### src/rtl/matrix_rd_seq.sv
// matrix_rd_seq: read sequencer for the matrix data RAM wrapper. The wrapper has a
// 2-cycle BRAM and a 2-entry shift read buffer. This block walks an R x C row-major
// matrix from a base address, in row-major or column-major (transpose) order. It
// returns the elements as a valid/ready stream and hides the BRAM latency, so it
// delivers 1 element/cycle while m_ready=1 and drops nothing under backpressure.
//
// Ports:
//   clka, rsta               clock, asynchronous active-high reset
//   start                    job start pulse (ignored while busy)
//   base_addr, rows, cols    element (0,0) address, R, C (C is also row pitch)
//   col_major                0: row-major walk, 1: column-major walk
//   busy, done               job in progress / 1-cycle completion pulse
//   ram_addr, ram_rd         RAM word address and read-issue strobe
//   ram_shift, ram_out_sel   read buffer control (00 buf0, 01 buf1, 10 bypass)
//   ram_dout                 RAM wrapper read data
//   m_data, m_valid, m_ready, m_last   output element stream
module matrix_rd_seq #(
  parameter int ADDR_MSB = 11,
  parameter int DIM_W    = 7
) (
  input  logic                clka,
  input  logic                rsta,
  input  logic                start,
  input  logic [ADDR_MSB:0]   base_addr,
  input  logic [DIM_W-1:0]    rows,
  input  logic [DIM_W-1:0]    cols,
  input  logic                col_major,
  output logic                busy,
  output logic                done,
  output logic [ADDR_MSB:0]   ram_addr,
  output logic                ram_rd,
  output logic                ram_shift,
  output logic [1:0]          ram_out_sel,
  input  logic [31:0]         ram_dout,
  output logic [31:0]         m_data,
  output logic                m_valid,
  input  logic                m_ready,
  output logic                m_last
);

  localparam int AW = ADDR_MSB + 1;

  typedef enum logic [1:0] {
    IDLE,
    RUN,
    DRAIN,
    DONE
  } state_t;

  state_t            state;
  logic [ADDR_MSB:0] addr;
  logic [ADDR_MSB:0] col_start;
  logic [DIM_W-1:0]  rows_r;
  logic [DIM_W-1:0]  cols_r;
  logic [DIM_W-1:0]  row_idx;
  logic [DIM_W-1:0]  col_idx;
  logic              col_major_r;

  // p1/p2: reads issued one and two cycles ago, each with its last tag
  logic              p1;
  logic              p1_last;
  logic              p2;
  logic              p2_last;

  // Elements held in the wrapper buffer, plus the last tags that shadow buf[0]/buf[1]
  logic [1:0]        cnt;
  logic              buf0_last;
  logic              buf1_last;

  logic              empty;
  logic              pop;
  logic              issue;
  logic              issue_last;
  logic              row_end;
  logic              col_end;
  logic [2:0]        occ;
  logic [1:0]        cnt_next;
  logic [ADDR_MSB:0] addr_next;

  always_comb begin
    empty   = (cnt == 2'd0);
    m_valid = !empty || p2;
    pop     = m_valid && m_ready;

    // The oldest element is buf[0] when the buffer is full, buf[1] when it holds one
    // element, and the RAM output itself when the buffer is empty.
    ram_out_sel = 2'b10;
    m_last      = p2 && p2_last;
    case (cnt)
      2'd2: begin
        ram_out_sel = 2'b00;
        m_last      = buf0_last;
      end
      2'd1: begin
        ram_out_sel = 2'b01;
        m_last      = buf1_last;
      end
      default: begin
        ram_out_sel = 2'b10;
        m_last      = p2 && p2_last;
      end
    endcase

    // Arriving data is captured unless it is consumed straight from the bypass path
    ram_shift = p2 && !(empty && pop);
    cnt_next  = cnt + {1'b0, ram_shift} - {1'b0, pop && !empty};

    // Count everything already owed to the buffer so that it can never overflow
    occ   = {1'b0, cnt} + {2'b00, p1} + {2'b00, p2};
    issue = (state == RUN) && (occ < (3'd2 + {2'b00, pop}));

    row_end    = (row_idx == rows_r - DIM_W'(1));
    col_end    = (col_idx == cols_r - DIM_W'(1));
    issue_last = row_end && col_end;

    if (col_major_r) begin
      addr_next = row_end ? (col_start + AW'(1)) : (addr + AW'(cols_r));
    end else begin
      addr_next = addr + AW'(1);
    end

    ram_rd   = issue;
    ram_addr = addr;
    m_data   = ram_dout;
    busy     = (state != IDLE);
    done     = (state == DONE);
  end

  always_ff @(posedge clka or posedge rsta) begin
    if (rsta) begin
      state       <= IDLE;
      addr        <= '0;
      col_start   <= '0;
      rows_r      <= '0;
      cols_r      <= '0;
      row_idx     <= '0;
      col_idx     <= '0;
      col_major_r <= 1'b0;
      p1          <= 1'b0;
      p1_last     <= 1'b0;
      p2          <= 1'b0;
      p2_last     <= 1'b0;
      cnt         <= '0;
      buf0_last   <= 1'b0;
      buf1_last   <= 1'b0;
    end else begin
      p1      <= issue;
      p1_last <= issue && issue_last;
      p2      <= p1;
      p2_last <= p1_last;
      cnt     <= cnt_next;
      if (ram_shift) begin
        buf0_last <= buf1_last;
        buf1_last <= p2_last;
      end

      unique case (state)
        IDLE: begin
          if (start) begin
            if ((rows == '0) || (cols == '0)) begin
              state <= DONE;
            end else begin
              state       <= RUN;
              addr        <= base_addr;
              col_start   <= base_addr;
              rows_r      <= rows;
              cols_r      <= cols;
              col_major_r <= col_major;
              row_idx     <= '0;
              col_idx     <= '0;
            end
          end
        end
        RUN: begin
          if (issue) begin
            // The final address is not advanced past, so ram_addr holds it.
            if (issue_last) begin
              state <= DRAIN;
            end else begin
              addr <= addr_next;
              if (col_major_r) begin
                if (row_end) begin
                  row_idx   <= '0;
                  col_idx   <= col_idx + DIM_W'(1);
                  col_start <= col_start + AW'(1);
                end else begin
                  row_idx <= row_idx + DIM_W'(1);
                end
              end else begin
                if (col_end) begin
                  col_idx <= '0;
                  row_idx <= row_idx + DIM_W'(1);
                end else begin
                  col_idx <= col_idx + DIM_W'(1);
                end
              end
            end
          end
        end
        DRAIN: begin
          if (pop && m_last) begin
            state <= DONE;
          end
        end
        DONE: begin
          state <= IDLE;
        end
      endcase
    end
  end

endmodule

### config.mk
export PLATFORM = sky130hd
export DESIGN_NAME = matrix_rd_seq
export DESIGN_NICKNAME = d
export VERILOG_FILES = /design/src/rtl/matrix_rd_seq.sv
export SDC_FILE = /design/constraint.sdc
export NUM_CORES = 1
export LEC_CHECK = 0
export CAP_MARGIN = 20
export CORE_UTILIZATION = 55
export CTS_BUF_LIST = sky130_fd_sc_hd__clkbuf_4 sky130_fd_sc_hd__clkbuf_8
export DETAILED_ROUTE_END_ITERATION = 8
export PLACE_DENSITY = 0.95
export SLEW_MARGIN = 20
export SYNTH_ARGS = -nofsm -noshare
export SYNTH_HDL_FRONTEND = slang
export SYNTH_SLANG_ARGS = --single-unit
### constraint.sdc
create_clock -name clka -period 5.8 [get_ports clka]
set_input_delay 0.87 -clock clka [delete_from_list [all_inputs] [get_ports clka]]
set_output_delay 0.87 -clock clka [all_outputs]
set_load 0.02 [all_outputs]
Word level (Yosys, flattened, before mapping) --
Cells that the tools add are included.
Storage, ports and cells: input bits 63, output and inout port bits 52, logic and storage cells 105, register bits 63
Operators by class: bitwise gates (word level) 1, $add $sub $neg 12, equal/unequal tests 17, reduce and logical (&&, ||, !) cells 25, multiplexer cells 34, $lt $le $gt $ge 1
Operators with widths (number):
- $mux 12 | 10
- $mux 7 | 12
- $pmux 12 s2 | 2
- $pmux 7 s2 | 2
- $add 12x1->12 const B | 2
- $ne 2x2->1 const B | 8
- $add 7x1->7 const B | 2
- $eq 7x7->1 | 2
- $logic_not 7->1 | 2
- $sub 7x1->7 const B | 2
- $add 12x7->12 | 1
- $reduce_and 6->1 | 2
- $mux 2 | 5
- $logic_and 1x1->1 | 9
- $pmux 2 s4 | 1
- $reduce_and 7->1 | 1
- $eq 2x2->1 const B | 3
- $ne 3x3->1 const B | 2
- $reduce_and 5->1 | 1
- $eq 2x1->1 const B | 2
- $logic_not 2->1 | 2
- $pmux 2 s2 | 1
- $reduce_and 4->1 | 1
- $reduce_bool 2->1 | 2
- other kinds (11) | 13

Logic depth before layout (Yosys ltp) --
Gate-level depths: netlist of the first run.
depth after elaboration 9, depth in mapped cells 12, mapped depth without buffers 9

Worst setup path before layout of the first run --
OpenSTA, ideal clock, no wires.
kind input port to flip-flop, start point input rows[2], end point register col_start[6], arrival time 2.700 ns, stages on the path 8, required time 5.679 ns, setup slack 2.979 ns, setup time 0.121 ns, buffers on the path 1, cell sequence or4_1 > nor4_1 > nand3b_1 > o2bb2ai_1 > o41a_1 > buf_4 > a21oi_2 > o22a_1
On the way: word-level cells in the longest chain between the ends 4
Ends and longest elaborated chain:
- start: declaration | RTL line 25 | input logic [DIM_W-1:0] rows,
- $logic_not 7->1 | RTL line 160 | if ((rows == '0) || (cols == '0)) begin
- $logic_or 1x1->1 | RTL line 160
- $ne 2x2->1 (no source line)
- $reduce_and 7->1 (no source line)
- end signal: assignment | RTL line 165 | col_start <= base_addr;
- end signal: assignment | RTL line 185 | col_start <= col_start + AW'(1);
- end: declaration | RTL line 52 | logic [ADDR_MSB:0] col_start;
Every way passes these cells. A chain may end at the register's enable or synchronous reset.

Final worst setup path of the first run --
start point input rows[5], end point register row_idx[4]
On the way: word-level cells in the longest chain between the ends 4
Ends and longest elaborated chain:
- $logic_not 7->1 | RTL line 160
- $logic_or 1x1->1 | RTL line 160
- $ne 2x2->1 (no source line)
- $reduce_and 6->1 (no source line)
- end signal: assignment | RTL line 187 | row_idx <= row_idx + DIM_W'(1);
- end signal: assignment | RTL line 192 | row_idx <= row_idx + DIM_W'(1);
- end: declaration | RTL line 55 | logic [DIM_W-1:0] row_idx;
Every way passes these cells.

==> results of run 1 <==
final timing paths:
check,depth (start not counted),end,from
setup / recovery,8,row_idx[4],rows[5]
hold / removal,0,p2_last,p1_last
setup reg to reg,8,row_idx[4],state[1]
hold reg to reg,0,p2_last,p1_last
max in group asynchronous,3,col_start[7],rsta
min in group asynchronous,3,state[0],rsta
cells in the final DEF (no fill, tap or decap), types with 5 or more instances in the layout:
cell type         n
clkbuf_8         11
and3_1           11
dfrtp_1          63
o21ai_1           5
o22ai_1           5
o211ai_1          6
a31oi_1           6
nand3_1          25
xnor2_1          23
mux2_2           18
nor2b_1           6
xor2_1           19
a211oi_1          6
ha_1             25
mux2i_1          16
clkdlybuf4s50_1  50
inv_1            27
nor3_1            8
and2_1            5
o2bb2ai_1         7
nand4_1           6
a21oi_1          24
nor2_1           32
o21ai_0          26
nand2_1          28
nand2b_1          9
registers in the layout (all words and copies together) (netlist names), 2 cells and up:
name       count
cnt            2
col_idx        7
col_start     12
cols_r         7
ram_addr      12
row_idx        7
rows_r         7
state          2
worst max-delay path, cell delays in order:
cell             delay (ns)
clkdlybuf4s50_1        0.43
or4_1                  0.52
nor4_1                 0.29
nand3b_1               0.18
o2bb2ai_1              0.42
o41a_1                 0.86
nand2b_1               0.16
mux2i_1                0.21
per-layer routing:
layer / wire length, microns / up-vias
met1: 4980 / 2025
met4: 308 / 0
met5: 0 / -
li1: - / 1921
met2: 6100 / 207
met3: 831 / 43
area by class of cell:
class | count | area (sq um)
tap | 108 | 135
inverter | 28 | 105
clock buffer | 11 | 151
fill | 684 | 3160
sequential | 63 | 1580
clock inverter | 5 | 104
multi-input combinational | 389 | 2910
timing repair buffer | 54 | 531
cell usage after synthesis (5+ instances only):
library cell	number	share of area, %
buf_2	5	0.51
buf_4	33	5.0
nand2b_1	9	1.1
inv_1	28	2.1
ha_1	25	6.4
xor2_1	19	3.4
clkbuf_1	13	0.99
dfrtp_1	63	32
mux2i_1	16	3.3
o21ai_1	5	0.51
o21ai_0	26	2.6
o211ai_1	6	0.92
and2_1	5	0.64
nor2_1	32	2.4
nor3_1	8	0.82
nand3_1	25	2.5
nand4_1	6	0.76
nand2_1	28	2.1
a211oi_1	6	0.92
mux2_2	18	4.1
and3_1	11	1.4
nor2b_1	6	0.76
o22ai_1	5	0.64
a31oi_1	6	0.76
xnor2_1	23	4.1
o2bb2ai_1	7	1.2
a21oi_1	24	2.4
logic make-up after synthesis:
| group | Yosys count | share of synthesized area, % |
|---|---|---|
| fa+ha+maj | 27 | 7.18 |
| compound gates | 130 | 19.6 |
| buf+inv | 81 | 8.84 |
| xor+xnor | 44 | 8.41 |
| flops | 63 | 32.1 |
| simple gates | 152 | 16.0 |
| mux | 36 | 7.85 |
report_power, final:
group | switching [uW] | total, uW | internal (uW) | leakage [uW]
Clock | 182 | 491 | 309 | 0.000130
Combinational | 1080 | 1930 | 850 | 0.00144
Sequential | 288 | 902 | 614 | 0.000780
stage by stage:
stage	hold WS, ns	instance area [sq um]	total power (uW)	cells
2_1_floorplan	0.331	4910	2280	533
5_1_grt	0.379	5510	3560	658
4_1_cts	0.364	5510	3290	658
6_report	0.362	5510	3320	658
3_5_place_dp	0.348	5260	2780	642
3_3_place_gp	0.336	5260	2660	642
==> impl_metrics.tcl, run 1 <==
set metrics [dict create \
    status "complete, no violations" \
    met2_usage_pct 47.3 \
    grt_util_met1_pct 35.4 \
    dr.pass1.iters 6 \
    clkTransAtPathRegs_ns 0.08 \
    crit_required_ns 6.07 \
    arrival_ns 3.95 \
    finalMaxSlewViolations 0 \
    synthArstFlopShare_pct 100 \
    ys_seq_area_share_pct 32.1 \
    cts_tree "yes" \
    ctsResizeCount 0 \
    grt_pass1_wl_microns 19900 \
    critPathKind "in2reg" \
    diodes 0 \
    min_period_over_period_pct 63.4 \
    ant_nets 0 \
    layout_min_cycle_time_ns 3.68 \
    finish.utilization_pct 63.5 \
    ctsHoldBuffers 0 \
    yosys_warnings 0 \
    antenna_found_initial 0 \
    cts_max_level 3 \
    final_nets 635 \
    rsz0062_at_grt "no" \
    drc 0 \
    drive_above_1_share_pct 10.0 \
    busiest_layer "met2" \
    first_iter_violations 532 \
    avgRoutedWirePerCell_microns 18.6 \
    grt_pass1_vias 4089 \
    synthDistinctLibCells 68 \
    ys.flop_type "dfrtp_1" \
    die-area_sq_um 9310 \
    num_io_pins 115 \
    portBuffers 50 \
    maxCapViolations 0 \
    worstMarginPinSlew_ns 0.885 \
    place_congestion 0.910 \
    grt_usage_pct 28.0 \
    ys_ff_latch 63 \
    clk_path_buf_depth 2 \
    cts_buffers 9 \
    slew_headroom_pct 41.0 \
    hp-class "reg2reg" \
    avgSynthCellArea_sq_um 9.21 \
    start_util_pct 56.6 \
    setup_violations 0 \
    worst_setup_path_start_kind "input port" \
    rows 34 \
    hold_viol_final 0 \
    vdd_ir_drop_max_mv 0.211 \
    skew_ns 0.0112 \
    via_per_inst 6.38 \
    fmax_mhz 272 \
    core_region_area_sq_um 8680 \
    synth_edf_count 0 \
    grt_max_degree 64 \
    syn_area_sq_um 4910 \
    syn_inst 533 \
    tns_ns 0 \
    die_x_microns 96.5 \
    clock-sinks 63 \
    wl_microns 12200 \
    p_leak_uw 0.00235 \
    vias 4196 \
    pre_cts_ws_ns 1.84 \
    cp_max_fo 20 \
    gr-total-overflow 0 \
    clock_latency_ns 0.36 \
    post_cts_buffers 0 \
    r2r_slack_ns 2.19 \
    use_met3_pct 4.46 \
    hpwl_microns 8850 \
    syn-num-nets 623 \
    syn_to_final_growth_pct 12.3 \
    clockRootBuffer "clkbuf_8" \
    powerDensity_nw_per_um2 602 \
    fp.dieH_microns 96.5 \
    critPathCaptureType "register" \
    finalWorstSetupSlack_ns 2.12 \
]
Note: power is estimated with default switching activity, not from simulation.
==> run 2, diff against run 1 <==
--- a/config.mk
+++ b/config.mk
@@ -6,10 +6,10 @@
 export NUM_CORES = 1
 export LEC_CHECK = 0
 export CAP_MARGIN = 20
-export CORE_UTILIZATION = 55
+export CORE_UTILIZATION = 47
 export CTS_BUF_LIST = sky130_fd_sc_hd__clkbuf_4 sky130_fd_sc_hd__clkbuf_8
 export DETAILED_ROUTE_END_ITERATION = 8
-export PLACE_DENSITY = 0.95
+export PLACE_DENSITY = 0.87
 export SLEW_MARGIN = 20
 export SYNTH_ARGS = -nofsm -noshare
 export SYNTH_HDL_FRONTEND = slang
==> constraint.sdc (replaced) <==
create_clock -name clka -period 3.25 [get_ports clka]
set_input_delay 0.4875 -clock clka [delete_from_list [all_inputs] [get_ports clka]]
set_output_delay 0.4875 -clock clka [all_outputs]
set_load 0.02 [all_outputs]
==> run 2 against run 1 <==
Effect of this change: combinational power increased by 83%; setup slack got worse by 2.0 ns; total power increased by 75%; non-clock buffer count increased by 8; core utilization decreased by 7.5 points; sequential cell count unchanged; hold slack got worse by 0.0026 ns; count of clock-buffer cells in the layout decreased by 1; clock power increased by 40%; cell area increased by 1.1%; clock skew decreased by 0.0016 ns; critical endpoint is now ram_addr[2].
==> impl_metrics.tcl, run 2 (synthesis results as in run 1) <==
set metrics [dict create \
    slew_headroom_pct 46.4 \
    pre_cts_ws_ns 0.139 \
    rsz0062_at_grt "no" \
    clock-sinks 63 \
    clockRootBuffer "clkbuf_8" \
    fp.dieH_microns 104 \
    cts_max_level 3 \
    status "complete, no violations" \
    grt_max_degree 35 \
    start_util_pct 49.3 \
    crit_required_ns 3.50 \
    gr-total-overflow 0 \
    vias 4174 \
    portBuffers 50 \
    dr.pass1.iters 6 \
    final_nets 643 \
    setup_violations 0 \
    drive_above_1_share_pct 11.5 \
    wl_microns 12000 \
    cp_max_fo 27 \
    fmax_mhz 323 \
    cts_buffers 9 \
    via_per_inst 6.04 \
    first_iter_violations 478 \
    vdd_ir_drop_max_mv 0.455 \
    critPathKind "reg2reg" \
    arrival_ns 3.34 \
    layout_min_cycle_time_ns 3.09 \
    hold_viol_final 0 \
    clkTransAtPathRegs_ns 0.08 \
    die_x_microns 104 \
    worst_setup_path_start_kind "register" \
    diodes 0 \
    critPathCaptureType "register" \
    placed_cells 675 \
    hp-class "reg2reg" \
    num_io_pins 115 \
    rows 36 \
    avgRoutedWirePerCell_microns 17.3 \
    antenna_found_initial 0 \
    fill_cells 864 \
    finalMaxSlewViolations 0 \
    grt_pass1_vias 4030 \
    r2r_slack_ns 0.16 \
    p_leak_uw 0.00237 \
    maxCapViolations 0 \
    skew_ns 0.00962 \
    cts_tree "yes" \
    die-area_sq_um 10900 \
    powerDensity_nw_per_um2 1040 \
    core_region_area_sq_um 9950 \
    clk_path_buf_depth 2 \
    fin_cells 691 \
    min_period_over_period_pct 95.1 \
    ctsHoldBuffers 0 \
    tns_ns 0 \
    clock_latency_ns 0.36 \
    hpwl_microns 8960 \
    place_congestion 0.885 \
    post_cts_buffers 0 \
    syn_to_final_growth_pct 13.5 \
    drc 0 \
    ant_nets 0 \
    most-common-layout-cells "63 x dfrtp_1, 50 x clkdlybuf4s50_1, 32 x nor2_1" \
    final_common_cell "dfrtp_1" \
    grt_pass1_wl_microns 19800 \
    grt_usage_pct 23.0 \
    finalWorstSetupSlack_ns 0.158 \
    worstMarginPinSlew_ns 0.801 \
]
-- run 2: metrics by stage --
step	total power, uW	utilization, %	instance area, sq um	hold slack [ns]
final	5820	56.0	5580	0.359
after global routing	6230	56.0	5580	0.373
after CTS	5760	55.9	5570	0.360
after detailed placement	5040	54.0	5380	0.343
after global placement	4840	54.0	5380	0.336
after floorplan	4060	-	4910	0.331
-- run 2: routing by layer --
metal  part of all wire, %  wire length, microns  global-route usage [%]
met5                     0                     0                       0
met1                    43                  5140                    29.8
met3                   6.8                   820                    4.95
met2                    47                  5660                    37.1
met4                   3.0                   359                    9.59
-- run 2: where the power goes --
group | internal (uW) | switching [uW] | total (uW)
Combinational | 1590 | 1940 | 3530
Sequential | 1100 | 513 | 1610
Clock | 360 | 327 | 687
-- run 2: final timing paths --
kind,cells after the start,to,start
max in group asynchronous,3,col_start[8],rsta
hold / removal,0,p2_last,p1_last
min in group asynchronous,2,cols_r[3],rsta
setup / recovery,10,ram_addr[2],rows_r[0]
hold reg to reg,0,p2_last,p1_last
setup reg to reg,10,ram_addr[2],rows_r[0]
-- run 2: critical path, cell delays in order (launching register included) --
cell and delay [ns]:
dfrtp_1 0.46, inv_1 0.09, ha_1 0.30, or3b_2 0.47
nand4b_1 0.10, a31oi_1 0.19, o21a_1 0.20, a311oi_4 0.49
buf_6 0.29, o21ai_0 0.15, a22o_1 0.24
-- run 2: cell type report --
| cell class | count | area, sq um | share of cell area [%] |
|---|---|---|---|
| clock buffers | 10 | 131 | 2.36 |
| inverters | 28 | 105 | 1.89 |
| well taps | 133 | 166 | 2.98 |
| multi-input cells | 389 | 2920 | 52.3 |
| repair buffers | 62 | 619 | 11.1 |
| clock inverters | 6 | 61.3 | 1.10 |
| flip-flops and latches | 63 | 1580 | 28.3 |
-- run 2: timing repair --
action | CTS | global route
endpoints found under the hold margin | 0 | 0
resized for setup | 0 | 2
endpoints found under the setup margin | 0 | 7
